## src/rtl/ser_pkg.sv

```systemverilog
// Shared definitions for the single-bit serial link (ser_tx / ser_rx).
package ser_pkg;

    typedef enum logic {
        SER_ST_IDLE  = 1'b0,
        SER_ST_SHIFT = 1'b1
    } ser_state_e;

    localparam bit SER_MSB_FIRST = 1'b1;
    localparam bit SER_LSB_FIRST = 1'b0;

endpackage

```

## src/rtl/ser_tx.sv

```systemverilog
// Parallel-to-serial transmitter: valid/ready word in, one registered bit per clock out,
// with a frame strobe over the word and a done pulse on its last bit.
module ser_tx
    import ser_pkg::*;
#(
    parameter int   WIDTH     = 8,
    parameter bit   MSB_FIRST = SER_MSB_FIRST,
    parameter logic IDLE_VAL  = 1'b0
) (
    input  logic             clk_i,
    input  logic             reset_i,
    input  logic [WIDTH-1:0] data_i,
    input  logic             valid_i,
    output logic             ready_o,
    output logic             data_o,
    output logic             frame_o,
    output logic             done_o
);

    localparam int            CW   = $clog2(WIDTH);
    localparam logic [CW-1:0] LAST = CW'(WIDTH - 1);

    ser_state_e       state_q, state_d;
    logic [CW-1:0]    cnt_q, cnt_d;
    logic [WIDTH-1:0] sh_q, sh_d;
    logic             data_q, data_d;
    logic             frame_q, frame_d;
    logic             done_q, done_d;
    logic             last_bit;
    logic             accept;

    // sh_q holds only the bits not yet driven; data_q is the bit currently on the line.
    function automatic logic out_bit(input logic [WIDTH-1:0] w);
        return MSB_FIRST ? w[WIDTH-1] : w[0];
    endfunction

    function automatic logic [WIDTH-1:0] advance(input logic [WIDTH-1:0] w);
        return MSB_FIRST ? {w[WIDTH-2:0], 1'b0} : {1'b0, w[WIDTH-1:1]};
    endfunction

    assign last_bit = (state_q == SER_ST_SHIFT) && (cnt_q == LAST);
    assign ready_o  = (state_q == SER_ST_IDLE) || last_bit;
    assign accept   = valid_i && ready_o;

    always_comb begin
        state_d = state_q;
        cnt_d   = cnt_q;
        sh_d    = sh_q;
        data_d  = data_q;
        frame_d = frame_q;
        done_d  = 1'b0;
        if (accept) begin
            state_d = SER_ST_SHIFT;
            cnt_d   = '0;
            data_d  = out_bit(data_i);
            sh_d    = advance(data_i);
            frame_d = 1'b1;
        end else if (last_bit) begin
            state_d = SER_ST_IDLE;
            cnt_d   = '0;
            data_d  = IDLE_VAL;
            frame_d = 1'b0;
        end else if (state_q == SER_ST_SHIFT) begin
            cnt_d   = cnt_q + CW'(1);
            data_d  = out_bit(sh_q);
            sh_d    = advance(sh_q);
            done_d  = ((cnt_q + CW'(1)) == LAST);
        end
    end

    always_ff @(posedge clk_i or posedge reset_i) begin
        if (reset_i) begin
            state_q <= SER_ST_IDLE;
            cnt_q   <= '0;
            sh_q    <= '0;
            data_q  <= IDLE_VAL;
            frame_q <= 1'b0;
            done_q  <= 1'b0;
        end else begin
            state_q <= state_d;
            cnt_q   <= cnt_d;
            sh_q    <= sh_d;
            data_q  <= data_d;
            frame_q <= frame_d;
            done_q  <= done_d;
        end
    end

    assign data_o  = data_q;
    assign frame_o = frame_q;
    assign done_o  = done_q;

endmodule
```

## config.mk

```make
export PLATFORM = sky130hd
export DESIGN_NAME = ser_tx
export DESIGN_NICKNAME = d
export VERILOG_FILES = /design/src/rtl/ser_pkg.sv /design/src/rtl/ser_tx.sv
export SDC_FILE = /design/constraint.sdc
export NUM_CORES = 1
export LEC_CHECK = 0
export BUFFER_PORTS_ARGS = -buffer_cell sky130_fd_sc_hd__buf_2
export CORE_MARGIN = 2
export CORE_UTILIZATION = 50
export DETAILED_ROUTE_END_ITERATION = 12
export GPL_ROUTABILITY_DRIVEN = 0
export PLACE_DENSITY = 0.75
export SYNTH_ARGS = -nofsm -noshare
export SYNTH_HDL_FRONTEND = slang
export SYNTH_SLANG_ARGS = --single-unit
export TNS_END_PERCENT = 100
```

## constraint.sdc

```tcl
create_clock -name clk_i -period 1.71 [get_ports clk_i]
set_input_delay 0.171 -clock clk_i [delete_from_list [all_inputs] [get_ports clk_i]]
set_output_delay 0.171 -clock clk_i [all_outputs]
set_load 0.02 [all_outputs]
```

* After elaboration in Yosys (flattened, before gate mapping)
Index checks and enable logic that the tools add are counted. Widths: inputs -> output; s select.
Word-level totals: bits in registers 14, input port bits 11, logic and storage cells 31
Operators by class: add/sub/neg operators 1, equality and inequality tests 3, mux-type cells 14, bitwise logic cells 1, reduce and logical (&&, ||, !) cells 7
Operators by type and width (number):
- $mux 8 | 3
- $mux 3 | 3
- $mux 1 | 8
- $eq 3x3->1 const B | 2
- $reduce_bool 2->1 | 2
- $add 3x1->3 const B | 1
- $reduce_bool 3->1 | 1
- $logic_and 1x1->1 | 2
- $ne 2x1->1 const B | 1
- $reduce_and 2->1 | 1
- $logic_or 1x1->1 | 1
- $not 1->1 | 1

* Logic depth before layout (Yosys ltp)
Gate-level depths: netlist of the first run.
word-level depth 6, gate-level depth with buffers 5, depth with buffers taken out 5

* Worst setup path before layout of the first run
Ideal clock, no wire load.
kind register -> register, from reg cnt_q[1], to reg sh_q[4], library setup time 125 ps, arrival time 1439 ps, data required time 1585 ps, path slack 146 ps, stages on the path, launching flop included 6, path buffers 0, period minus slack after synthesis 1564 ps, path through dfrtp_1 > ha_1 > ha_1 > and2b_2 > inv_2 > mux2_2
Between the ends: cells in the longest elaborated chain, start to end 6
RTL lines:
- start, declared | RTL line ser_tx.sv:24 | logic [CW-1:0] cnt_q, cnt_d;
- start signal, assigned | RTL line ser_tx.sv:81 | cnt_q <= cnt_d;
- $eq 3x3->1 * | RTL line ser_tx.sv:41 | assign last_bit = (state_q == SER_ST_SHIFT) && (cnt_q == LAST);
- $logic_and 1x1->1 * | RTL line ser_tx.sv:41
- $logic_or 1x1->1 * | RTL line ser_tx.sv:42 | assign ready_o = (state_q == SER_ST_IDLE) || last_bit;
- named net ready_o | RTL line ser_tx.sv:14 | output logic ready_o,
- $logic_and 1x1->1 * | RTL line ser_tx.sv:43 | assign accept = valid_i && ready_o;
- $ne 2x1->1 (no source line) / $reduce_bool 2->1 (equally long branches)
- $reduce_and 2->1 (no source line)
- end signal, assigned | RTL line ser_tx.sv:75 | sh_q <= '0;
- end signal, assigned | RTL line ser_tx.sv:82 | sh_q <= sh_d;
- end, declared | RTL line ser_tx.sv:25 | logic [WIDTH-1:0] sh_q, sh_d;
The timed path passes the listed nets; every way through them passes the cells marked *. A chain may end at the register's enable or synchronous reset.

* Worst setup path in the final report of the first run
from reg cnt_q[0], to out ready_o
Between the ends: cells in the longest elaborated chain, start to end 3
RTL lines (RTL line):
- $eq 3x3->1 | ser_tx.sv:41
- $logic_and 1x1->1 | ser_tx.sv:41
- $logic_or 1x1->1 | ser_tx.sv:42
- end, declared | ser_tx.sv:14
Every way passes these cells.

==> key figures, run 1 <==
Pwr
  – Total power: between 1 and 1.5 mW
  – Share of power burned in registers: 0.372
  – Sw Ratio: 0.3324
  – Pwr/cell area: 1628 nW/um2
  – Clock Power Share: 0.141
  – Pleak: roughly 0.43 nW
  – Peak supply drop: ~0.00077 V
  – Psw: around 450 uW
  – Pint: a little over 900 uW
  – Logic pwr share: 0.487

Die
  – Io pins: 15
  – Std cell rows: 13
  – Die width: around 40 um
  – Full die area: 1608 um2
  – Initial core utilization: 0.5205
  – Die Span Y: 40.11 um
  – Core ar.: about 1300 um2

Setup path
  – Startpoint types: flip-flop
  – R2R Path End: sh_q[7]$_DFFE_PP0P_
  – Kind of end point of the critical path: output pin
  – Critical setup path kind: flip-flop to output pin
  – Crit path DAT: roughly 1500 ps
  – Beginning of the worst register-to-register path: cnt_q[0]$_DFFE_PP0P_
  – Critical Path RT: between 1500 and 2000 ps
  – CP max FO: 4
  – R2R Setup Slk: roughly 110 ps
  – Worst r2r path cells: 6

GRT
  – Gr ovfl total: 0
  – Global-route wire length before repair: 1.766 mm
  – Total track usage: 0.1788
  – Initial antenna violation count: 0
  – Number of global-route vias before repair: 385
  – Largest net degree at the start of global routing: 14

Timing
  – Final setup TNS: 0 ps
  – Tcrit/Tclk final: 0.9586
  – Slew @ Worst Pin: a little under 500 ps
  – RSZ-0062 raised after global routing: no
  – Period minus WS final: roughly 1600 ps
  – Clock skew: about 6.2 ps
  – Hold Vio Cnt, Final: 0
  – Fmax: 610.0 MHz
  – Slew margin rel.: 0.6775
  – Setup violations, final: 0
  – Slew Limit Fails: 0

Run status
  – Status: completed

Yosys
  – Mapped Cells: 47
  – Synth area leader: dfrtp_1
  – Post-synthesis cell type count: 19
  – Ranking of synthesized cells by area: dfrtp_1 (50%), mux2_4 (14%), mux2_2 (10%)
  – Syn Area/Cell: roughly 14 um2
  – Post-synthesis net count: 61
  – Syn. warnings: 0
  – Top cell type's share of synthesized area: 0.4990
  – Cell area after synthesis: 651.9 um2
  – Sequential fraction of the synthesis area: 0.4990
  – Yosys reg bits: 13

Route
  – DRC: 0
  – Vias: around 440
  – Starting DRC count in detailed routing: 2
  – Drt wl/cell: 14.20 um
  – DRT Pass-1 Iters: 3
  – Number of antenna-violating nets in the routed design: 0
  – Avg Vias per Cell: a little over 5
  – DRT Wirelength: about 1.2 mm

Final layout
  – Area grow syn2layout: 28.02%
  – Ant diodes: 0
  – Post-layout net count: 84
  – Layout cells sized above 1: 0.5652
  – Most frequent cells in the layout: dfrtp_1 (13), buf_2 (13), mux2_4 (6), mux2_2 (6), inv_1 (4)
  – Final cell count without fillers: 84
  – Filler cells: 99

Clocking
  – CTS tree: built
  – Clock Pin Slew Worst Setup and Hold Paths: approximately 80 ps
  – Clk buf depth: 2
  – Worst skew pair latency: ~270 ps
  – Clk root buf: clkbuf_4
  – Total CTS buffers: 3
  – Clock sink total: 13
  – H-tree depth: 1

Worst hold path
  – Worst hold stages: 3
  – Hold_sp: data_i[0]
  – Hold Path Sink: sh_q[1]$_DFFE_PP0P_
  – Hold/Removal Path Class: input pin to flip-flop

Place
  – PortBufs: 14
  – Inst Count DP: between 70 and 80

Run
  – Max_cap viols: 0
[registers in the layout, summed over array words and instances (netlist names)]
name,count
sh_q,7
frame_o,1
data_o,1
cnt_q,3
done_o,1
[layer usage]
metal	share of wire	track usage	vias to the layer above	wire (um)
li1	-	-	209	-
met1	0.43	0.2128	216	509
met2	0.52	0.2863	9	624
met3	0.039	0.05000	2	46
met4	0.010	0.1034	0	12
met5	0	0	-	0
[cells by family after synthesis]
family,Yosys count,synth area share
muxes,14,0.2726
DFF,13,0.4990
and+or+nand+nor,7,0.07486
buffers and inverters,6,0.04605
AOI/OAI and AO/OA,4,0.04992
adders and majority gates,3,0.05759
[worst max-delay path, cell delays in order (launching register included)]
cell     delay, ps
dfrtp_1        400
ha_2           200
ha_4           160
and2b_2        260
inv_6           50
buf_6          120
[area by class of cell]
cell class | count | area [um2] | area share
timing repair buffer | 19 | 128.9 | 0.1544
inverter | 5 | 23.77 | 0.02849
multi-input combinational | 28 | 311.5 | 0.3733
sequential | 13 | 325.3 | 0.3898
tap | 15 | 18.77 | 0.02249
clock buffer | 4 | 26.28 | 0.03148
[power by group through the flow]
stage          registers [mW]  logic, mW  clock network, mW
2_1_floorplan           0.517      0.361                  0
3_3_place_gp            0.498      0.480                  0
3_5_place_dp            0.507      0.484                  0
4_1_cts                 0.502      0.631              0.193
5_1_grt                 0.520      0.726              0.210
6_report                0.506      0.661              0.191
[how the worst max path moves through the flow]
| stage | slack (ps) | cells after the start | to | start |
|---|---|---|---|---|
| 5_1_grt | 9 | 5 | ready_o | cnt_q[0]$_DFFE_PP0P_ |
| 6_report | 70 | 5 | ready_o | cnt_q[0]$_DFFE_PP0P_ |
| 3_3_place_gp | 130 | 5 | sh_q[6]$_DFFE_PP0P_ | cnt_q[1]$_DFFE_PP0P_ |
| 2_1_floorplan | 150 | 5 | sh_q[4]$_DFFE_PP0P_ | cnt_q[1]$_DFFE_PP0P_ |
| 4_1_cts | 20 | 5 | ready_o | cnt_q[0]$_DFFE_PP0P_ |
| 3_5_place_dp | 100 | 5 | sh_q[5]$_DFFE_PP0P_ | cnt_q[1]$_DFFE_PP0P_ |
[repair_timing]
action,CTS,global route
resized for setup,5,2
setup buffers,4,0
hold buffers,1,0
pin swaps,0,1
endpoints found under the setup margin,1,1
cloned,0,0
hold endpoints to repair,13,0
[synth_stat cells, drive strengths merged]
cell type  instances
dfrtp             13
mux2              12
inv                5
ha                 3
mux2i              2
a21o               1
and2b              1
and3               1
buf                1
nand2b             1
nand3              1
nor2               1
nor3b              1
o221ai             1
o31ai              1
o32ai              1
or3b               1
[per-stage QoR]
stage	cell area, um2	setup WS [ps]	hold WS (ps)	utilization
6_report	834.6	70.77	148.8	0.6663
5_1_grt	834.6	8.871	173.0	0.6663
4_1_cts	820.8	20.18	155.3	0.6553
3_5_place_dp	729.5	100.3	214.7	0.5824
3_3_place_gp	729.5	129.2	216.5	0.5824
2_1_floorplan	651.9	145.8	47.96	-
(Power assumes the default switching activity.)
==> run 2, diff against run 1 <==
--- a/config.mk
+++ b/config.mk
@@ -5,9 +5,10 @@
 export SDC_FILE = /design/constraint.sdc
 export NUM_CORES = 1
 export LEC_CHECK = 0
-export BUFFER_PORTS_ARGS = -buffer_cell sky130_fd_sc_hd__buf_2
-export CORE_MARGIN = 2
+export BUFFER_PORTS_ARGS = -buffer_cell sky130_fd_sc_hd__clkbuf_2
+export CORE_MARGIN = 3
 export CORE_UTILIZATION = 50
+export CTS_CLUSTER_DIAMETER = 200
 export DETAILED_ROUTE_END_ITERATION = 12
 export GPL_ROUTABILITY_DRIVEN = 0
 export PLACE_DENSITY = 0.75
==> run 2 against run 1 <==
Effect of this change:
- routed wire length shrank 1.4%
- combinational power is 6.8% lower
- fmax is 0.89% lower
- power decreased by 3.8%
- die area grew 10%
- final cell count did not move
- clock skew down 5.2 ps
- design area decreased by 1.6%
- flip-flop and latch count unchanged
==> key figures, run 2 (synthesis gave the netlist of run 1 again) <==
Timing
  – Period minus WS final: 1654 ps
  – Slew Limit Fails: 0
  – Clock skew: 1.057 ps
  – Slew margin rel.: 0.6850
  – Setup violations, final: 0
  – RSZ-0062 raised after global routing: no
  – Hold Vio Cnt, Final: 0
  – Slew @ Worst Pin: between 400 and 500 ps
  – Final setup TNS: 0 ps
  – Tcrit/Tclk final: 0.9672
  – Fmax: ~600 MHz

GRT
  – Number of global-route vias before repair: around 440
  – Total track usage: 0.1518
  – Global-route wire length before repair: between 1.5 and 2 mm
  – Largest net degree at the start of global routing: 14
  – Gr ovfl total: 0
  – Initial antenna violation count: 0

Final layout
  – Max FFs per register: 7
  – Area grow syn2layout: 25.91%
  – Most frequent cells in the layout: dfrtp_1 (13), clkbuf_2 (13), mux2_4 (6), mux2_2 (6), buf_4 (5)
  – Filler cells: slightly above 90
  – Final cell count without fillers: 84
  – Layout cells sized above 1: 0.5714
  – Largest registers: sh_q x7, cnt_q x3
  – Top reg by flops: sh_q
  – Post-layout net count: between 80 and 90
  – Final Util: 0.7009
  – Ant diodes: 0

Route
  – DRT Wirelength: around 1.2 mm
  – DRT Pass-1 Iters: 2
  – DRC: 0
  – Avg Vias per Cell: about 5.1
  – Number of antenna-violating nets in the routed design: 0
  – Starting DRC count in detailed routing: 1
  – Drt wl/cell: 14.00 um
  – Vias: 427

Die
  – Core ar.: 1171 um2
  – Die width: 42.11 um
  – Initial core utilization: 0.5566
  – Full die area: approximately 1800 um2
  – Std cell rows: 12
  – Die Span Y: ~42 um
  – Io pins: 15

Setup path
  – Critical Path RT: about 1500 ps
  – Startpoint types: flip-flop
  – Crit path DAT: 1480 ps
  – Kind of end point of the critical path: output pin
  – Crit path from: cnt_q[0]$_DFFE_PP0P_
  – Critical setup path kind: flip-flop to output pin
  – CP max FO: 3
  – Beginning of the worst register-to-register path: cnt_q[1]$_DFFE_PP0P_

Worst hold path
  – Hold_sp: data_i[0]
  – Hold/Removal Path Class: input pin to flip-flop

Clocking
  – Clock sink total: 13
  – CTS tree: built
  – Total CTS buffers: 3
  – H-tree depth: 1
  – Worst skew pair latency: ~280 ps
  – Clk root buf: clkbuf_4
  – Clock Pin Slew Worst Setup and Hold Paths: 80 ps
  – Clk buf depth: 2

Place
  – PortBufs: 14
  – Post-DP HPWL: 773.4 um
  – Inst Count DP: 74

Run status
  – Status: completed

Pwr
  – Peak supply drop: ~0.00088 V
  – Pleak: approximately 0.43 nW
  – Pwr/cell area: about 1600 nW/um2

Run
  – Max_cap viols: 0
run 2: cell count changes in the layout (fill, tap and decap cells not counted), sizes merged:
cell    previous run  this run
clkbuf             4        18
buf               18         5
run 2: through the flow:
stage | cell area [um2] | setup slack, ps | power (mW) | hold slack [ps]
6_report | 820.8 | 56.08 | 1.307 | 162.6
5_1_grt | 820.8 | 12.39 | 1.419 | 188.2
4_1_cts | 810.8 | 35.81 | 1.297 | 151.4
3_5_place_dp | 728.2 | 89.65 | 0.9947 | 196.4
3_3_place_gp | 728.2 | 125.1 | 0.9819 | 191.1
2_1_floorplan | 651.9 | 145.8 | 0.8779 | 47.96
run 2: worst max-delay path: stages, from the launching register on:
cell	delay (ps)
dfrtp_1	400
ha_2	190
ha_2	170
and2b_2	260
inv_6	40
clkbuf_8	140
run 2: cell type report:
type	instances	area (um2)	share of cell area
clock buffers	4	26.28	0.03201
inverters	5	23.77	0.02896
multi-input cells	28	301.5	0.3674
flip-flops and latches	13	325.3	0.3963
well taps	14	17.52	0.02134
repair buffers	20	126.4	0.1540
run 2: power breakdown:
| group | switching, mW | internal (mW) | leakage [nW] | total, mW |
|---|---|---|---|---|
| Combinational | 0.259 | 0.357 | 0.249 | 0.616 |
| Clock | 0.0996 | 0.0906 | 0.0150 | 0.190 |
| Sequential | 0.0729 | 0.428 | 0.166 | 0.501 |
run 2: timing repair:
| action | CTS | global route |
|---|---|---|
| endpoints found under the setup margin | 1 | 1 |
| hold buffers | 1 | 0 |
| buffers inserted | 4 | 1 |
| pin swaps | 0 | 0 |
| gates cloned | 0 | 0 |
| endpoints found under the hold margin | 13 | 0 |
| resized for setup | 5 | 1 |
run 2: path summary, 6_finish.rpt:
| path | end | slack [ps] | cells past startpoint |
|---|---|---|---|
| setup reg to reg | sh_q[6]$_DFFE_PP0P_ | 80 | 6 |
| max in group asynchronous | sh_q[3]$_DFFE_PP0P_ | 960 | 3 |
| hold reg to reg | sh_q[5]$_DFFE_PP0P_ | 500 | 1 |
| setup / recovery | ready_o | 60 | 5 |
| hold / removal | sh_q[1]$_DFFE_PP0P_ | 160 | 3 |
| min in group asynchronous | done_o$_DFF_PP0_ | 430 | 3 |
run 2: routing by layer:
| layer | share of wire | track usage |
|---|---|---|
| met5 | 0 | 0 |
| met4 | 0.019 | 0.07453 |
| met1 | 0.45 | 0.1747 |
| met2 | 0.47 | 0.2407 |
| met3 | 0.064 | 0.06438 |
